<file path="config.mk">
export PLATFORM = sky130hd
export DESIGN_NAME = mire_gen
export DESIGN_NICKNAME = d
export VERILOG_FILES = /design/src/rtl/mire_pkg.sv /design/src/rtl/mire_pattern.sv /design/src/rtl/mire_gen.sv
export SDC_FILE = /design/constraint.sdc
export NUM_CORES = 1
export LEC_CHECK = 0
export ABC_AREA = 1
export CAP_MARGIN = 40
export CORE_MARGIN = 2
export CORE_UTILIZATION = 49
export DETAILED_ROUTE_END_ITERATION = 16
export PLACE_DENSITY = 0.82
export SYNTH_ARGS = -nofsm -noshare
export SYNTH_HDL_FRONTEND = slang
export SYNTH_HIERARCHICAL = 1
export SYNTH_SLANG_ARGS = --single-unit
</file>
<file path="constraint.sdc">
create_clock -name clk -period 2.7 [get_ports clk]
set_input_delay 0.54 -clock clk [delete_from_list [all_inputs] [get_ports clk]]
set_output_delay 0.54 -clock clk [all_outputs]
set_load 0.005 [all_outputs]
</file>
<file path="src/rtl/mire_pkg.sv">
// mire_pkg: pixel format, colour constants and FSM states shared by the mire pattern generator.
package mire_pkg;
   typedef struct packed {
      logic [7:0] pad;
      logic [7:0] r;
      logic [7:0] g;
      logic [7:0] b;
   } pixel_t;
   typedef enum logic [31:0] {
      BLACK   = 32'h00000000,
      WHITE   = 32'h00FFFFFF,
      YELLOW  = 32'h00FFFF00,
      CYAN    = 32'h0000FFFF,
      GREEN   = 32'h0000FF00,
      MAGENTA = 32'h00FF00FF,
      RED     = 32'h00FF0000,
      BLUE    = 32'h000000FF
   } colour_e;
   typedef enum logic {WRITE, PAUSE} state_t;
endpackage

</file>
<file path="src/rtl/mire_pattern.sv">
// mire_pattern: maps raster position to a pixel; grid by default, eight colour bars when MIRE_COLOR_EN is defined.
module mire_pattern
   import mire_pkg::*;
(
   output pixel_t     pix,
`ifdef MIRE_COLOR_EN
   input  logic [2:0] bar
`else
   input  logic [3:0] x,
   input  logic [3:0] y
`endif
);
`ifdef MIRE_COLOR_EN
   localparam pixel_t BARS [8] = '{WHITE, YELLOW, CYAN, GREEN, MAGENTA, RED, BLUE, BLACK};
   assign pix = BARS[bar];
`else
   assign pix = (x == 4'd0 || y == 4'd0) ? pixel_t'(WHITE) : pixel_t'(BLACK);
`endif
endmodule

</file>
<file path="src/rtl/mire_gen.sv">
// mire_gen: Wishbone master painting a test pattern into the framebuffer in raster order.
// Define MIRE_COLOR_EN for colour bars instead of the default grid.
module mire_gen
   import mire_pkg::*;
#(
   parameter int HDISP     = 800,
   parameter int VDISP     = 480,
   parameter int BURST_LEN = 64
) (
   input  logic        clk,
   input  logic        rst,
   output logic        cyc,
   output logic        stb,
   output logic        we,
   output logic [31:0] adr,
   output logic [31:0] dat_ms,
   output logic [3:0]  sel,
   output logic [2:0]  cti,
   output logic [1:0]  bte,
   input  logic        ack,
   input  logic        err,
   input  logic        rty,
   input  logic [31:0] dat_sm
);
   localparam int NPIX = HDISP * VDISP;
   localparam int XW = $clog2(HDISP);
   localparam int YW = $clog2(VDISP);
   localparam int PW = $clog2(NPIX);
   localparam int BW = $clog2(BURST_LEN);
   localparam logic [XW-1:0] X_LAST = XW'(HDISP - 1);
   localparam logic [YW-1:0] Y_LAST = YW'(VDISP - 1);
   localparam logic [PW-1:0] P_LAST = PW'(NPIX - 1);
   localparam logic [BW-1:0] B_LAST = BW'(BURST_LEN - 1);

   state_t state;
   logic [XW-1:0] x, nx;
   logic [YW-1:0] y, ny;
   logic [PW-1:0] pix, npix;
   logic [BW-1:0] bc;
   logic adv;
   pixel_t pat;
   // err and rty leave the transfer pending; only ack moves the raster on
   logic unused;

   assign unused = ^{err, rty, dat_sm};
   assign we = 1'b1;
   assign sel = 4'hF;
   assign cti = 3'b000;
   assign bte = 2'b00;
   assign adv = state == WRITE && ack;

   always_comb begin
      nx = adv ? (x == X_LAST ? '0 : x + 1'b1) : x;
      ny = adv && x == X_LAST ? (y == Y_LAST ? '0 : y + 1'b1) : y;
      npix = adv ? (pix == P_LAST ? '0 : pix + 1'b1) : pix;
   end

`ifdef MIRE_COLOR_EN
   localparam int CW = $clog2(HDISP / 8 + 1);
   localparam logic [CW-1:0] C_LAST = CW'(HDISP / 8 - 1);
   logic [CW-1:0] cnt, ncnt;
   logic [2:0] bar, nbar;

   // bar index tracks x through a per-bar pixel counter instead of dividing
   always_comb begin
      ncnt = adv ? (x == X_LAST || cnt == C_LAST ? '0 : cnt + 1'b1) : cnt;
      nbar = adv ? (x == X_LAST ? '0 : bar + {2'b00, cnt == C_LAST}) : bar;
   end

   always_ff @(posedge clk) begin
      if (rst) begin
         cnt <= '0;
         bar <= '0;
      end else begin
         cnt <= ncnt;
         bar <= nbar;
      end
   end

   mire_pattern u_pattern (.pix(pat), .bar(nbar));
`else
   mire_pattern u_pattern (.pix(pat), .x(nx[3:0]), .y(ny[3:0]));
`endif

   // outputs are loaded from the next-position values so adr and dat_ms stay aligned
   always_ff @(posedge clk) begin
      if (rst) begin
         state <= PAUSE;
         cyc <= 1'b0;
         stb <= 1'b0;
         adr <= '0;
         dat_ms <= '0;
         x <= '0;
         y <= '0;
         pix <= '0;
         bc <= '0;
      end else begin
         x <= nx;
         y <= ny;
         pix <= npix;
         adr <= 32'({npix, 2'b00});
         dat_ms <= pat;
         if (state == PAUSE) begin
            state <= WRITE;
            cyc <= 1'b1;
            stb <= 1'b1;
         end else if (adv && bc == B_LAST) begin
            state <= PAUSE;
            cyc <= 1'b0;
            stb <= 1'b0;
            bc <= '0;
         end else if (adv) begin
            bc <= bc + 1'b1;
         end
      end
   end
endmodule
</file>
==> impl_metrics.tcl, run 1 <==
set metrics [dict create \
    outcome "complete, no violations" \
    async_flop_share_pct 0 \
    path_max_fanout 24 \
    setup_viol 0 \
    htree_levels 3 \
    synthTopCellsByCount "nand2_1 (109), nor2_1 (99), inv_1 (86)" \
    clkSinkCount 78 \
    yosysTopAreaCell "dfxtp_1" \
    ant_nets 0 \
    setup.worst_path.class "primary input to flip-flop" \
    clockPowerShare_pct 39.8 \
    finalWirelength_um 7300 \
    drc 0 \
    first_pass_iters 5 \
    power.switching_w 0.000537 \
    vdd_drop_max_mv 0.370 \
    viasPerCell 4.59 \
    cts_resized 0 \
    grt_max_degree 52 \
    end_kind "flip-flop" \
    cp.required_ps 2920 \
    n_antenna_cell 0 \
    max_freq_mhz 462 \
    area_delta_synth_final_pct 14.4 \
    cts-root-buf "clkbuf_8" \
    io_buffers 55 \
    rsz0062_at_grt "false" \
    fp.dieW_um 92.9 \
    cpPeakStageDelay_ps 500 \
    cts_hold_buf 0 \
    arrival_ps 2380 \
    synthCells 552 \
    p_leak_nw 2.08 \
    cp_top_family "buffers and inverters" \
    ys_seq_area_share_pct 40.3 \
    io_pins 113 \
    antenna_found_initial 0 \
    slew_viol_final 0 \
    yosysWarnings 6 \
    syn_area_um2 3870 \
    overflow 0 \
    cts_setup_buffers 0 \
    cp_cell_sequence "clkdlybuf4s50_1 -> inv_1 -> nor2_4 -> nand4_1 -> buf_4 -> inv_1 -> nand3_1 -> nand2_1 -> nor2_1 -> nand2_1 -> nand2_1 -> buf_12 -> inv_1 -> nor2_1" \
    ys_top_cells_by_area "dfxtp_1 (40%), buf_4 (11%), nand2_1 (11%), nor2_1 (9.6%), inv_1 (8.3%)" \
    core_um2 7690 \
    vias 3178 \
    drv_cap 0 \
    cp-start-kind "primary input" \
    drt_iter0_drc 114 \
    fill_cells 713 \
    p_per_area_nw_per_um2 503 \
    die_area_um2 8640 \
    yosys_most_used_dff "dfxtp_1" \
    synth-edff-count 0 \
    power_w 0.00223 \
    synth-seq-cells 78 \
    met2_usage_pct 32.2 \
    fp-row-count 32 \
    top_usage_layer "met2" \
    gr-usage-met1_pct 20.8 \
    holdCritPathClass "flip-flop to flip-flop" \
    yosysUniqueCellTypes 30 \
    use_met3_pct 4.48 \
    internal_power_w 0.00169 \
    clkTransAtPathRegs_ps 80 \
    layout_setup_ws_ps 537 \
    cts_tree "yes" \
    synth_most_common_cell "nand2_1" \
    netlist.area_leader.share_pct 40.3 \
    numCtsBuffers 9 \
    final_hold_viol_count 0 \
    p_seq_share_pct 53.7 \
    ctsLongestPathBuffers 2 \
    cp_num_buf_inv 6 \
    period_needed_ps 2160 \
    gp_congestion 0.842 \
    dp_hpwl_um 5340 \
    die_h_um 92.9 \
    final_nets 626 \
    grt_pass1_vias 3064 \
    setup_tns_ps 0 \
    swShare_pct 24.1 \
    crit_slowest_cell "clkdlybuf4s50_1" \
    skew_ps 11.2 \
    fin_crit_sh_pct 80.1 \
    power_frac_comb_pct 6.5 \
    routedWlPerCell_um 10.6 \
    clk_latency_ps 350 \
    grt_usage_pct 18.2 \
    dp_slack_ps 183 \
    start_util_pct 50.4 \
    grt_pass1_wl_um 12900 \
    drive_gt1_share_pct 7.46 \
    avgSynthCellArea_um2 7.02 \
]
## power by group through the flow
stage / clock network (W) / registers, W / logic, W
3_3_place_gp: 0 / 0.00122 / 0.000140
5_1_grt: 0.000949 / 0.00120 / 0.000162
4_1_cts: 0.000905 / 0.00120 / 0.000145
2_1_floorplan: 0 / 0.00123 / 0.000101
3_5_place_dp: 0 / 0.00122 / 0.000144
6_report: 0.000888 / 0.00120 / 0.000144
## cells in the final DEF, fill, tap and decap left out, drive strengths merged, types with 2 or more instances in the layout
cell type and instances:
ha 4, nand3 38, xnor2 2, dfxtp 78
a21oi 15, clkinv 3, nand4 6, o21ai 8
nor3 9, xor2 8, o21bai 2, buf 6
conb 31, clkdlybuf4s50 54, clkbuf 9, nand2 114
nor2 107, nor3b 2, inv 89
## flip-flops by register name, indices dropped and copies added (netlist names)
register / count
bc: 6
dat_ms: 32
pix: 19
state: 1
stb: 1
x: 10
y: 9
## worst paths after layout
| check | startpoint | slack [ps] | to | depth (start not counted) |
|---|---|---|---|---|
| setup reg to reg | y[0] | 690 | dat_ms[3] | 14 |
| setup / recovery | ack | 540 | dat_ms[3] | 14 |
| hold / removal | pix[17] | 490 | pix[17] | 2 |
| hold reg to reg | pix[17] | 490 | pix[17] | 2 |
## worst reg2reg max path, delay by kind of cell, from the launching register on
family | cells | cell delay (ps)
DFF | 1 | 370
and+or+nand+nor | 10 | 1010
adders and majority gates | 1 | 230
buffers and inverters | 3 | 340
## through the flow
stage / hold slack, ps / instances / area (um^2) / utilization, %
floorplan: 466 / 580 / 3980 / -
global placement: 467 / 676 / 4230 / 55.0
detailed placement: 478 / 676 / 4230 / 55.0
CTS: 490 / 692 / 4430 / 57.6
global route: 520 / 692 / 4430 / 57.6
finish: 494 / 692 / 4430 / 57.6
## cell families (layout without fill, tap and decap cells)
| kind of cell | Yosys count | count (layout) | synth area share, % |
|---|---|---|---|
| adder cells (fa/ha/maj) | 4 | 4 | 1.29 |
| XOR/XNOR | 10 | 10 | 2.26 |
| other | 3 | 31 | 0.291 |
| AO/OA/AOI/OAI | 25 | 25 | 3.45 |
| AND/OR/NAND/NOR | 279 | 279 | 31.7 |
| flip-flops | 78 | 78 | 40.3 |
| buffers and inverters | 153 | 163 | 20.7 |
## layer usage
layer | part of all wire [%] | up-vias | wire (um)
li1 | - | 1640 | -
met2 | 48 | 93 | 3510
met1 | 44 | 1431 | 3200
met5 | 0 | - | 0
met3 | 6.4 | 14 | 468
met4 | 1.7 | 0 | 125
## final cells by class
class / instances / area, um^2 / share of cell area [%]
well taps: 102 / 128 / 2.88
inverters: 87 / 327 / 7.37
clock inverters: 7 / 81.3 / 1.84
multi-input cells: 349 / 1620 / 36.4
repair buffers: 60 / 596 / 13.4
flip-flops and latches: 78 / 1560 / 35.2
clock buffers: 9 / 124 / 2.80
No activity file was read; power rests on OpenSTA's default activity.
==> run 2, diff against run 1 <==
==> constraint.sdc (replaced) <==
create_clock -name clk -period 2.1 [get_ports clk]
set_input_delay 0.42 -clock clk [delete_from_list [all_inputs] [get_ports clk]]
set_output_delay 0.42 -clock clk [all_outputs]
set_load 0.005 [all_outputs]
==> run 2 against run 1 <==
Net effect:
- worst setup slack worse by 360 ps
- clock-buffer cell count is the same
- core utilization is 2.5 points higher
- combinational power up 34%
- clock power up 53%
- total power grew 39%
- first-iteration DRC count increased by 27%
- die area unchanged
- clock skew down 0.53 ps
- highest routed layer unchanged
==> impl_metrics.tcl, run 2 (same netlist as run 1, synthesis figures left out) <==
set metrics [dict create \
    grt_pass1_vias 3055 \
    drc 0 \
    cts_tree "yes" \
    drive_gt1_share_pct 10.7 \
    grt_pass1_wl_um 12500 \
    io_buffers 55 \
    most-common-layout-cells "nand2_1 (108), nor2_1 (97), inv_1 (85)" \
    setup_viol 0 \
    power_w 0.00309 \
    final_nets 641 \
    setup.worst_path.class "flip-flop to flip-flop" \
    met2_usage_pct 31.9 \
    top_regs "dat_ms x32, pix x19, x x10" \
    die_h_um 92.9 \
    vdd_drop_max_mv 0.581 \
    grt_usage_pct 17.9 \
    path_common_cell "nand2_1" \
    die_area_um2 8640 \
    cp_top_family "simple AND/OR/NAND/NOR gates" \
    cp_num_buf_inv 3 \
    p_per_area_nw_per_um2 669 \
    final_core_util_pct 60.1 \
    start_util_pct 50.4 \
    relSlewSlack_pct 66.0 \
    cts-root-buf "clkbuf_8" \
    slew_viol_final 0 \
    dp_hpwl_um 5430 \
    finalWirelength_um 7630 \
    area_delta_synth_final_pct 19.2 \
    fin_crit_sh_pct 91.4 \
    ctsLongestPathBuffers 2 \
    largest_reg_flops 32 \
    top_usage_layer "met2" \
    cp.required_ps 2400 \
    outcome "complete, no violations" \
    overflow 0 \
    io_pins 113 \
    drt_iter0_drc 145 \
    use_met3_pct 5.21 \
    layout_setup_ws_ps 181 \
    clkSinkCount 78 \
    numCtsBuffers 9 \
    core_um2 7690 \
    grt_max_degree 52 \
    max_freq_mhz 521 \
    path_max_fanout 24 \
    p_leak_nw 2.17 \
    fp.dieW_um 92.9 \
    fp-row-count 32 \
    n_antenna_cell 0 \
    gr-usage-met1_pct 19.3 \
    clk_latency_ps 350 \
    skew_ps 10.7 \
    cp-start-kind "flip-flop" \
    ant_nets 0 \
    fill_cells 661 \
    routedWlPerCell_um 10.8 \
    cpPeakStageDelay_ps 430 \
    vias 3234 \
    final_common_cell "nand2_1" \
    cp_cell_sequence "ha_4 -> nand2_1 -> nor2_2 -> nand3_1 -> nor3_2 -> nand2_1 -> nand2_1 -> inv_1 -> nor2_1 -> nand2_1 -> nand2_1 -> buf_12 -> inv_1 -> nor2_1" \
    dp_slack_ps -224 \
    antenna_found_initial 0 \
    htree_levels 3 \
    final_hold_viol_count 0 \
    largest_register "dat_ms" \
    gp_congestion 0.852 \
    end_kind "flip-flop" \
    holdCritPathClass "flip-flop to flip-flop" \
    crit_slowest_cell "dfxtp_1" \
    viasPerCell 4.57 \
    arrival_ps 2210 \
    worst_pin_slew_ps 510 \
    clkTransAtPathRegs_ps 90 \
    period_needed_ps 1920 \
    drv_cap 0 \
    first_pass_iters 4 \
]
run 2: cell types whose count changed in the layout (fill, tap and decap cells not counted), sizes merged:
cell / change
inv: -1
bufinv: +2
buf: +15
clkinv: -1
run 2: per-stage QoR:
step	instance area (um^2)	cells	hold slack [ps]	setup TNS (ps)
final	4620	707	496	0
after CTS	4590	706	497	0
after detailed placement	4340	690	483	-5390
after floorplan	3980	580	466	0
after global placement	4340	690	472	-4860
after global routing	4620	707	539	-939
run 2: worst paths after layout:
path         slack (ps)         end  startpoint  cells past startpoint
max                 180  dat_ms[17]        x[0]                     14
max reg2reg         180  dat_ms[17]        x[0]                     14
min                 500        y[4]        y[4]                      2
min reg2reg         500        y[4]        y[4]                      2
run 2: timing repair:
action,in CTS,in global routing
endpoints found under the setup margin,0,24
resized for setup,0,7
setup buffers,0,1
hold buffers,0,0
run 2: layer usage:
metal	vias to the layer above	routed length, um
li1	1674	-
met1	1467	3130
met2	83	3830
met3	10	537
met4	0	129
met5	-	0
run 2: worst reg2reg max path, cell delays in order, from the launching register on:
cell,delay [ps]
dfxtp_1,430
ha_4,190
nand2_1,80
nor2_2,160
nand3_1,110
nor3_2,160
nand2_1,70
nand2_1,80
inv_1,40
nor2_1,90
nand2_1,60
nand2_1,100
buf_12,160
inv_1,60
nor2_1,80
run 2: area by class of cell:
class,count,area [um^2],area share (%)
multi-input combinational,349,1640,35.5
sequential,78,1560,33.8
timing repair buffer,75,721,15.6
inverter,87,327,7.07
tap,102,128,2.76
clock buffer,9,124,2.68
clock inverter,7,120,2.60
run 2: report_power, final:
group          internal, W  switching (W)  leakage, nW
sequential         0.00152      0.0000184        0.641
clock             0.000793       0.000565        0.120
combinational    0.0000971      0.0000957         1.41
total              0.00241       0.000679         2.17
==> run 3, diff against run 2 <==
--- a/config.mk
+++ b/config.mk
@@ -9,6 +9,7 @@
 export CAP_MARGIN = 40
 export CORE_MARGIN = 2
 export CORE_UTILIZATION = 49
+export CTS_CLUSTER_SIZE = 25
 export DETAILED_ROUTE_END_ITERATION = 16
 export PLACE_DENSITY = 0.82
 export SYNTH_ARGS = -nofsm -noshare
==> results of run 3 <==
No change in the layout: final DEF, timing and power equal those of run 2.
